<file path="config.mk">
export PLATFORM = sky130hd
export DESIGN_NAME = instr_prefetch_queue
export DESIGN_NICKNAME = d
export VERILOG_FILES = /design/src/rtl/instr_prefetch_queue.sv
export SDC_FILE = /design/constraint.sdc
export NUM_CORES = 1
export LEC_CHECK = 0
export CORE_UTILIZATION = 50
export DETAILED_ROUTE_END_ITERATION = 16
export GPL_ROUTABILITY_DRIVEN = 0
export GPL_TIMING_DRIVEN = 0
export PLACE_DENSITY = 0.73
export SYNTH_ARGS = -nofsm -noshare
export SYNTH_HDL_FRONTEND = slang
export SYNTH_SLANG_ARGS = --single-unit
</file>
<file path="constraint.sdc">
create_clock -name clk -period 8.3 [get_ports clk]
set_input_delay 1.66 -clock clk [delete_from_list [all_inputs] [get_ports clk]]
set_output_delay 1.66 -clock clk [all_outputs]
set_load 0.05 [all_outputs]
</file>
<file path="src/rtl/instr_prefetch_queue.sv">
// Instruction prefetch queue: credit-gated word fetch over a req/ack port, PC-tagged FIFO to decode.
// Optional IPQ_STATS_EN adds saturating fetch/discard counters.
module instr_prefetch_queue #(
    parameter int          DEPTH    = 4,
    parameter logic [31:0] RESET_PC = 32'd212,
    parameter int          CNT_W    = 3
) (
    input  logic             clk,
    input  logic             reset,
    input  logic             redirect_valid,
    input  logic [31:0]      redirect_pc,
    output logic             mem_req,
    output logic [31:0]      mem_addr,
    input  logic             mem_ack,
    input  logic [31:0]      mem_rdata,
    output logic             out_valid,
    input  logic             out_ready,
    output logic [31:0]      out_pc,
    output logic [31:0]      out_instr,
    output logic [CNT_W-1:0] occupancy
`ifdef IPQ_STATS_EN
    ,
    output logic [15:0]      fetch_count,
    output logic [15:0]      discard_count
`endif
);
    localparam int PTR_W = CNT_W - 1;

    typedef enum logic [1:0] {S_IDLE, S_REQ, S_DRAIN} state_t;

    state_t           state_q;
    logic [31:0]      fetch_pc_q;
    logic             mem_req_q;
    logic [31:0]      mem_addr_q;
    logic [31:0]      pc_mem_q  [DEPTH];
    logic [31:0]      ins_mem_q [DEPTH];
    logic [PTR_W-1:0] rd_ptr_q, wr_ptr_q;
    logic [CNT_W-1:0] count_q, count_d;
    logic             push, pop, credit;

    assign push    = (state_q == S_REQ) && mem_ack && !redirect_valid;
    assign pop     = (count_q != '0) && out_ready && !redirect_valid;
    assign count_d = redirect_valid ? '0 : count_q + CNT_W'(push) - CNT_W'(pop);
    // The request about to be issued reserves one slot, so a later push always fits.
    assign credit  = count_d < CNT_W'(DEPTH);

    always_ff @(posedge clk) begin
        if (!reset) begin
            state_q    <= S_IDLE;
            fetch_pc_q <= RESET_PC;
            mem_req_q  <= 1'b0;
            mem_addr_q <= RESET_PC;
            rd_ptr_q   <= '0;
            wr_ptr_q   <= '0;
            count_q    <= '0;
            for (int i = 0; i < DEPTH; i++) begin
                pc_mem_q[i]  <= '0;
                ins_mem_q[i] <= '0;
            end
        end else begin
            count_q <= count_d;
            if (redirect_valid) begin
                rd_ptr_q <= '0;
                wr_ptr_q <= '0;
            end else begin
                if (push) begin
                    pc_mem_q[wr_ptr_q]  <= mem_addr_q;
                    ins_mem_q[wr_ptr_q] <= mem_rdata;
                    wr_ptr_q            <= wr_ptr_q + 1'b1;
                end
                if (pop)
                    rd_ptr_q <= rd_ptr_q + 1'b1;
            end

            case (state_q)
                S_IDLE: begin
                    if (redirect_valid) begin
                        state_q    <= S_REQ;
                        mem_req_q  <= 1'b1;
                        mem_addr_q <= redirect_pc;
                        fetch_pc_q <= redirect_pc;
                    end else if (credit) begin
                        state_q    <= S_REQ;
                        mem_req_q  <= 1'b1;
                        mem_addr_q <= fetch_pc_q;
                    end
                end
                S_REQ: begin
                    if (redirect_valid) begin
                        fetch_pc_q <= redirect_pc;
                        if (mem_ack) mem_addr_q <= redirect_pc;
                        else         state_q    <= S_DRAIN;
                    end else if (mem_ack) begin
                        fetch_pc_q <= mem_addr_q + 32'd1;
                        if (credit) begin
                            mem_addr_q <= mem_addr_q + 32'd1;
                        end else begin
                            state_q   <= S_IDLE;
                            mem_req_q <= 1'b0;
                        end
                    end
                end
                S_DRAIN: begin
                    // Old request still in flight: keep address stable, only retarget fetch_pc.
                    if (redirect_valid) begin
                        fetch_pc_q <= redirect_pc;
                        if (mem_ack) begin
                            state_q    <= S_REQ;
                            mem_addr_q <= redirect_pc;
                        end
                    end else if (mem_ack) begin
                        state_q    <= S_REQ;
                        mem_addr_q <= fetch_pc_q;
                    end
                end
                default: begin
                    state_q   <= S_IDLE;
                    mem_req_q <= 1'b0;
                end
            endcase
        end
    end

    assign mem_req   = mem_req_q;
    assign mem_addr  = mem_addr_q;
    assign out_valid = (count_q != '0);
    assign out_pc    = pc_mem_q[rd_ptr_q];
    assign out_instr = ins_mem_q[rd_ptr_q];
    assign occupancy = count_q;

`ifdef IPQ_STATS_EN
    logic        ack_live, ack_drop;
    logic [16:0] fetch_sum, disc_sum;

    assign ack_live  = mem_ack && (state_q != S_IDLE);
    assign ack_drop  = mem_ack && ((state_q == S_DRAIN) || ((state_q == S_REQ) && redirect_valid));
    assign fetch_sum = {1'b0, fetch_count} + 17'(ack_live);
    assign disc_sum  = {1'b0, discard_count} + 17'(ack_drop)
                     + (redirect_valid ? 17'(count_q) : 17'd0);

    always_ff @(posedge clk) begin
        if (!reset) begin
            fetch_count   <= '0;
            discard_count <= '0;
        end else begin
            fetch_count   <= fetch_sum[16] ? 16'hFFFF : fetch_sum[15:0];
            discard_count <= disc_sum[16]  ? 16'hFFFF : disc_sum[15:0];
        end
    end
`endif
endmodule

</file>
# [After elaboration in Yosys (flattened, before gate mapping)]
# Memory sizes are Yosys's and may differ from the RTL's. A register that Yosys moved wholly into a read port is not among the register bits.
# Cells that the tools add are included.
[classes] eq_ne=13 add_sub_neg=5 n_shift=0 reduce_logical=17 n_mux=43 multipliers=0 bitwise_logic=2 magnitude_cmp=1 n_div=0
[op_table] cell="32-bit 2-to-1 mux" n=13
[op_table] cell="32-bit case mux with 3 select lines" n=1
[op_table] cell="32-bit case mux with 2 select lines" n=1
[op_table] cell="32-bit OR reduction" n=2
[op_table] cell="32-bit by 1-bit adder with 32-bit output (second input constant)" n=1
[op_table] cell="2-bit 2-to-1 mux" n=13
[op_table] cell="3-bit inequality test (second input constant)" n=6
[op_table] cell="5-bit AND reduction" n=3
[op_table] cell="1-bit 2-to-1 mux" n=12
[op_table] cell="2-bit inequality test (second input constant)" n=4
[op_table] cell="2-bit case mux with 3 select lines" n=1
[op_table] cell="3-bit nonzero test" n=2
[op_table] cell="2-bit by 1-bit adder with 2-bit output (second input constant)" n=2
[op_table] cell="1-bit logical AND" n=4
[op_table] cell="2-bit OR reduction" n=2
[op_table] cell="3-bit by 1-bit adder with 3-bit output" n=1
[op_table] cell="3-bit less-than comparator (second input constant)" n=1
[op_table] cell="3-bit 2-to-1 mux" n=1
[op_table] cell="1-bit case mux with 3 select lines" n=1
[op_table] cell="3-bit AND reduction" n=1
[op_table] cell="3-bit by 1-bit subtractor with 3-bit output" n=1
[op_table] cell="2-bit by 1-bit equality test with 1-bit output (second input constant)" n=1
[op_table] cell="2-bit equality test (second input constant)" n=1
[op_table] cell="2-bit zero test" n=1
[op_table] cell="4 further kinds" n=5
[word_totals] output_inout_bits=101 latch_bits=0 n_memories=2 wordCells=90 reg_bits=74 mem_bits_ro=0 mem_bits_rw=256 in_bits=69
[memory_table] name="ins_mem_q" depth=4 width=32 rd=1 rd_clocked_by_memory_dff=1 write_ports=4 line_no="36" text="logic [31:0] ins_mem_q [DEPTH];"
[memory_table] name="pc_mem_q" depth=4 width=32 rd=1 rd_clocked_by_memory_dff=1 write_ports=4 line_no="35" text="logic [31:0] pc_mem_q [DEPTH];"

# [Longest topological paths before layout]
# Gate-level depths: netlist (run 1).
[depth] ltp_word=11 depth_mapped=15 mapped_depth_nobuf=13

# [Worst setup path after synthesis (run 1)]
# No wires, ideal clock.
[synth_timing] path_type="input to register" startpoint="input port mem_ack" endpoint="memory ins_mem_q[1][0], enable pin" setup_slack_ns=0.392 path_buffers=3 stages=5 t_required_ns=7.725 setup_ns=0.575 arrival_time_ns=7.333 path_cell_list="clkbuf_1 > clkbuf_1 > buf_1 > nand3_1 > o21ai_0"
[synth_lines] item="start, declared" line_no="14" text="input logic mem_ack,"
[synth_lines] item="end, declared" line_no="36"

# [Worst setup path after layout (run 1)]
[layout_timing] startpoint="input port redirect_valid" endpoint="register mem_addr_q[16], in the netlist mem_addr[16]"
[layout_via] elab_cells_between_ends=16 cone_classes="add/sub: 2; order compare: 1; eq/ne: 4; mux: 5; reduce/logical: 4"
[layout_lines] item="start, declared" line_no="10" text="input logic redirect_valid,"
[layout_lines] item="1-bit zero test (*)" line_no="42" text="assign pop = (count_q != '0) && out_ready && !redirect_valid;"
[layout_lines] item="1-bit logical AND (*)" line_no="42"
[layout_lines] item="named net pop" line_no="39" text="logic push, pop, credit;"
[layout_lines] item="3-bit by 1-bit subtractor with 3-bit output (*)" line_no="43" text="assign count_d = redirect_valid ? '0 : count_q + CNT_W'(push) - CNT_W'(pop);"
[layout_lines] item="3-bit 2-to-1 mux (*)" line_no="43"
[layout_lines] item="3-bit less-than comparator (*)" line_no="45" text="assign credit = count_d < CNT_W'(DEPTH);"
[layout_lines] item="3-bit inequality test (no source line)"
[layout_lines] item="5-bit AND reduction (no source line) (*)"
[layout_lines] item="end signal, assigned" line_no="80" text="mem_addr_q <= redirect_pc;"
[layout_lines] item="end signal, assigned" line_no="85" text="mem_addr_q <= fetch_pc_q;"
[layout_lines] item="end signal, assigned" line_no="91" text="if (mem_ack) mem_addr_q <= redirect_pc;"
[layout_lines] item="end, declared" line_no="34" text="logic [31:0] mem_addr_q;"
# The timed path passes the listed nets; every way through them passes the cells marked *.
# A chain may end at the register's enable or synchronous reset.

==> results of run 1 <==
[stage by stage]
stage,std cells,power (mW),area (um^2),utilization [%],hold slack (ns)
floorplan,1441,3.18,16800,-,0.427
global placement,2050,3.80,19100,58.0,0.437
detailed placement,2059,3.83,19300,58.8,0.446
CTS,2124,5.36,20400,62.2,0.454
global route,2125,5.59,20500,62.2,0.484
finish,2125,5.42,20500,62.2,0.458
[report_power, final]
part	internal, mW	total, mW	leakage [nW]	switching [mW]
Clock	0.885	1.53	0.543	0.648
Combinational	0.544	1.77	3.30	1.23
Sequential	1.96	2.11	3.27	0.154
Total	3.39	5.42	7.12	2.03
[logic make-up (layout without fill, tap and decap cells)]
group	count (synthesis)	after routing	synth area share [%]
compound gates	262	262	10.6
xor+xnor	24	24	1.34
fa+ha+maj	9	9	0.713
buf+inv	153	395	3.45
flops	332	332	54.7
mux	109	109	11.3
simple gates	552	552	17.9
[cell usage after synthesis, types with 8 or more instances]
library cell,number
or4_1,10
buf_1,16
nor2_1,74
nand4_1,9
clkbuf_1,111
xnor2_1,14
inv_1,21
ha_1,8
edfxtp_1,256
dfxtp_1,76
a21oi_1,49
nor3_1,32
o21ai_0,66
a31oi_1,12
nand2_1,90
o32ai_1,9
nand3_1,32
nor4_1,14
mux2_2,10
mux4_2,64
and2_1,251
xor2_1,9
mux2i_1,35
o211ai_1,10
a211oi_1,14
[layout by cell type, fill, tap and decap left out, types with 21 or more instances in the layout]
cell type,netlist,final
a21oi_1,49,49
and2_1,251,251
clkbuf_1,111,120
clkbuf_16,0,36
clkdlybuf4s50_1,0,167
dfxtp_1,76,76
edfxtp_1,256,256
inv_1,21,21
mux2i_1,35,35
mux4_2,64,64
nand2_1,90,90
nand3_1,32,32
nor2_1,74,74
nor3_1,32,31
o21ai_0,66,64
[routing by layer]
layer  global-route usage [%]  vias up  wire (um)
met5                        0        -         40
met4                     15.2        2       2780
met3                     6.42      238       5800
met2                     46.4      913      22500
met1                     38.7     6457      19300
li1                         -     5797          -
[final cells by class]
cell class,instances,area (um^2)
clock inverters,18,158
plain buffers,130,494
inverters,23,86.3
flip-flops and latches,332,9210
repair buffers,177,1890
fillers,2665,12400
multi-input cells,956,7100
well taps,442,553
clock buffers,47,962
[state kept, by name (all words and copies together), names as in the netlist, named ones only]
register,flops
rd_ptr_q,2
mem_addr,32
occupancy,3
ins_mem_q,128
pc_mem_q,128
wr_ptr_q,2
mem_req,1
state_q,2
fetch_pc_q,32
[critical path: stages]
cell and delay, ns:
clkdlybuf4s50_1 0.63, clkbuf_1 0.61, inv_1 0.33, and3_1 0.28
ha_1 0.29, inv_1 0.04, ha_1 0.18, fa_1 0.37
xor3_1 0.58, o221ai_2 0.44, nor2_1 0.96, o221ai_1 0.30
o21ai_0 0.28
[worst paths after layout]
check                   endpoint  depth (start not counted)  slack, ns            from
setup reg to reg    mem_addr[16]                         13       3.07      state_q[0]
hold reg to reg   fetch_pc_q[11]                          2       0.46  fetch_pc_q[11]
hold / removal    fetch_pc_q[11]                          2       0.46  fetch_pc_q[11]
setup / recovery    mem_addr[16]                         13       1.76  redirect_valid
==> out/metrics.yaml, run 1 <==
drv_cap: 0
totalWireLength_um: 50500
netlist_instances: 1441
dr.pass1.iters: 7
clock_path_buffers: 3
post_cts_buffers: 0
area_growth_pct: 21.5
min_path_type: "reg -> reg"
antenna_found_initial: 0
yosysTopAreaCellShare_pct: 45.6
grt_pass1_vias: 13303
post-place-ws_ns: 1.21
slew_headroom_pct: 23.0
start_util_pct: 51.2
synth_cell_types: 69
leakage_nw: 7.12
powerDensity_mw_per_mm2: 265
die_area_mm2: 0.0344
synthArstFlopShare_pct: 0
synth_nets: 1519
routedWlPerCell_um: 23.7
cp_max_fo: 10
seq_area_frac_synth_pct: 54.7
drc: 0
path_class: "in -> reg"
synth_edf_count: 256
crit_path_end_kind: "flip-flop"
slew_viol_final: 0
synthFlopType: "edfxtp_1"
clkTransAtPathRegs_ns: 0.06
fp-row-count: 66
peakVddDrop_uv: 202
avgViaCountPerCell: 6.31
syn_area_mm2: 0.0168
fp.dieH_um: 186
ys.warnings.count: 0
grt_util_all_layers_pct: 29.6
worstMarginPinSlew_ns: 1.15
yosys-top-cells-area: "edfxtp_1 (46%), and2_1 (9.3%), dfxtp_1 (9.0%)"
htree_levels: 2
critPathArrivalTime_ns: 6.96
cts_hold_buf: 0
drive_gt1_share_pct: 8.79
grt_pass1_wl_um: 76300
ant_nets: 0
final_nets: 1734
drt_iter0_markers: 1987
portBuffers: 167
fmax_mhz: 153
grt_start_max_net_pins: 45
yosys.area.top_type: "edfxtp_1"
finalHoldViolations: 0
finalWorstSetupSlack_ns: 1.76
setup_tns_ns: 0
io_pins: 170
numCtsBuffers: 36
crit_path_start_kind: "input port"
status: "complete, no violations"
syn_area_per_cell_um2: 11.7
setup_viol: 0
clock_skew_ns: 0.0109
die_w_um: 186
synth_seq_cells: 332
antennaDiodeCount: 0
grt_overflow_total: 0
coreArea_mm2: 0.0329
vias: 13407
clk_latency_ns: 0.51
cts_tree: "built"
fin_crit_sh_pct: 78.8
cts_root_buffer: "clkbuf_16"
period_needed_ns: 6.54
cts.sinks: 332
cts_resized: 0
rsz0062_at_grt: "no"
worstPathRequired_ns: 8.72
dpl.hpwl_um: 34200
(Power assumes the default switching activity.)
==> run 2, diff against run 1 <==
==> constraint.sdc (replaced) <==
create_clock -name clk -period 5.42 [get_ports clk]
set_input_delay 1.084 -clock clk [delete_from_list [all_inputs] [get_ports clk]]
set_output_delay 1.084 -clock clk [all_outputs]
set_load 0.05 [all_outputs]
==> run 2 against run 1 <==
  * The flow now finishes with violations (max-capacitance violations, max-slew violations)
  * Die area did not move
  * Via count down 0.34%
  * Critical path depth increased by 1
  * Clock power grew 58%
  * Sequential cell count unchanged
  * Combinational power grew 53%
  * Cell area up 0.22%
  * Sequential share of layout area shrank 0.099 points
  * Clock skew up 0.0053 ns
  * Cell count did not move
  * Non-clock buffer count fell by 2
  * Count of clock-buffer cells in the layout is 3 lower
==> out/metrics.yaml, run 2 (synthesis gave the netlist of run 1 again) <==
powerDensity_mw_per_mm2: 408
final_cell_mix: "edfxtp_1 (256), and2_1 (251), clkdlybuf4s50_1 (167)"
grt_pass1_vias: 13245
drv_cap: 1
drc: 0
slew_viol_final: 10
grt_util_all_layers_pct: 30.0
clock_skew_ns: 0.0163
cp_max_fo: 10
fp.dieH_um: 186
worstPathRequired_ns: 5.84
fin_hold_ws_ns: 0.454
cts_root_buffer: "clkbuf_16"
numCtsBuffers: 37
fin_area_mm2: 0.0205
peakVddDrop_uv: 329
rsz0062_at_grt: "no"
fmax_mhz: 190
vias: 13362
whs_endpoint: "fetch_pc_q[11]"
post-place-ws_ns: -1.09
antennaDiodeCount: 0
min_path_type: "reg -> reg"
post_cts_buffers: 0
clock_path_buffers: 3
dp_cells: 2058
totalWireLength_um: 51200
rr_startpoint: "state_q[0]"
hp-start: "fetch_pc_q[11]"
placed_area_mm2: 0.0193
crit_path_end_kind: "flip-flop"
p_sw_mw: 3.17
die_w_um: 186
finalWorstSetupSlack_ns: 0.159
setup_viol: 0
area_growth_pct: 21.7
rrSetupSlack_ns: 0.48
dpl.hpwl_um: 34100
start_util_pct: 51.2
leakage_nw: 7.15
layout_commonest_cell: "edfxtp_1"
avgViaCountPerCell: 6.29
die_area_mm2: 0.0344
clk_latency_ns: 0.54
finalHoldViolations: 0
fin_crit_sh_pct: 97.1
grt_start_max_net_pins: 52
utilization_pct: 62.4
cts_hold_buf: 0
period_needed_ns: 5.26
htree_levels: 2
critPathArrivalTime_ns: 5.69
hold_path_depth: 2
antenna_found_initial: 0
rr_worst_depth: 14
dr.pass1.iters: 6
internal_power_mw: 5.19
multi_input_area_mm2: 0.00711
clkTransAtPathRegs_ns: 0.06
drt_iter0_markers: 1751
fillCellCount: 2637
cts_tree: "built"
swShare_pct: 37.9
combPwrFrac_pct: 32.5
grt_pass1_wl_um: 77000
seq_area_mm2: 0.00921
portBuffers: 167
worstMarginPinSlew_ns: 1.51
io_pins: 170
coreArea_mm2: 0.0329
seq_power_share_pct: 38.7
cts.sinks: 332
r2r-end: "mem_addr[17]"
final_nets: 1733
violations: "max-capacitance violations, max-slew violations"
routedWlPerCell_um: 24.1
grt_overflow_total: 0
ant_nets: 0
stdcell_count: 2125
crit_path_start_kind: "input port"
path_class: "in -> reg"
slew_headroom_pct: -1.47
drive_gt1_share_pct: 9.27
reg_top3: "ins_mem_q: 128 flops, pc_mem_q: 128 flops"
clkPwrFrac_pct: 28.8
fp-row-count: 66
status: "complete, but fails checks"
==> run 2: worst max-delay path, stage by stage <==
cell	delay [ns]
clkdlybuf4s50_1	0.60
clkbuf_2	0.39
inv_1	0.24
and3_1	0.25
ha_1	0.28
inv_1	0.04
ha_1	0.18
fa_1	0.35
xor3_1	0.58
o221a_2	0.40
clkbuf_1	0.53
nand2_1	0.31
a211oi_1	0.32
a31oi_1	0.11
==> run 2: how the worst max path moves through the flow <==
stage                   startpoint               end  slack (ns)  depth (start not counted)
floorplan                  mem_ack   ins_mem_q[1][0]       -0.20                          5
global placement    redirect_valid  ins_mem_q[3][26]       -3.17                          6
detailed placement  redirect_valid      mem_addr[25]       -1.09                         13
CTS                 redirect_valid      mem_addr[13]        0.03                         13
global route        redirect_valid      mem_addr[13]        0.11                         13
finish              redirect_valid      mem_addr[17]        0.16                         14
==> run 2: power by group through the flow <==
stage / Clock (mW) / Combinational [mW] / Sequential, mW
floorplan: 0 / 1.35 / 3.52
global placement: 0 / 2.54 / 3.28
detailed placement: 0 / 2.59 / 3.27
CTS: 2.43 / 2.61 / 3.22
global route: 2.53 / 2.83 / 3.25
finish: 2.41 / 2.71 / 3.23
==> run 2: metrics by stage <==
step / total power [mW] / setup TNS [ns]
final: 8.36 / 0
after global routing: 8.61 / 0
after CTS: 8.26 / 0
after detailed placement: 5.86 / -24.89
after global placement: 5.82 / -601.53
after floorplan: 4.87 / -25.09
==> run 2: final cells by class <==
cell class	count	area share, %
timing repair buffer	175	9.23
sequential	332	44.9
clock inverter	23	0.818
tap	442	2.70
inverter	23	0.421
buffer	130	2.43
multi-input combinational	956	34.7
clock buffer	44	4.80
==> run 2: metal layers <==
metal	up-vias	part of all wire [%]	track usage [%]	wire, um
met5	-	0	0	0
met4	0	4.5	13.9	2310
met3	192	12	6.38	5950
met2	942	46	47.7	23400
met1	6431	38	39.4	19500
li1	5797	-	-	-
==> run 2: timing repair <==
item	CTS	global route
endpoints found under the hold margin	0	0
resized for setup	5	2
endpoints found under the setup margin	26	24
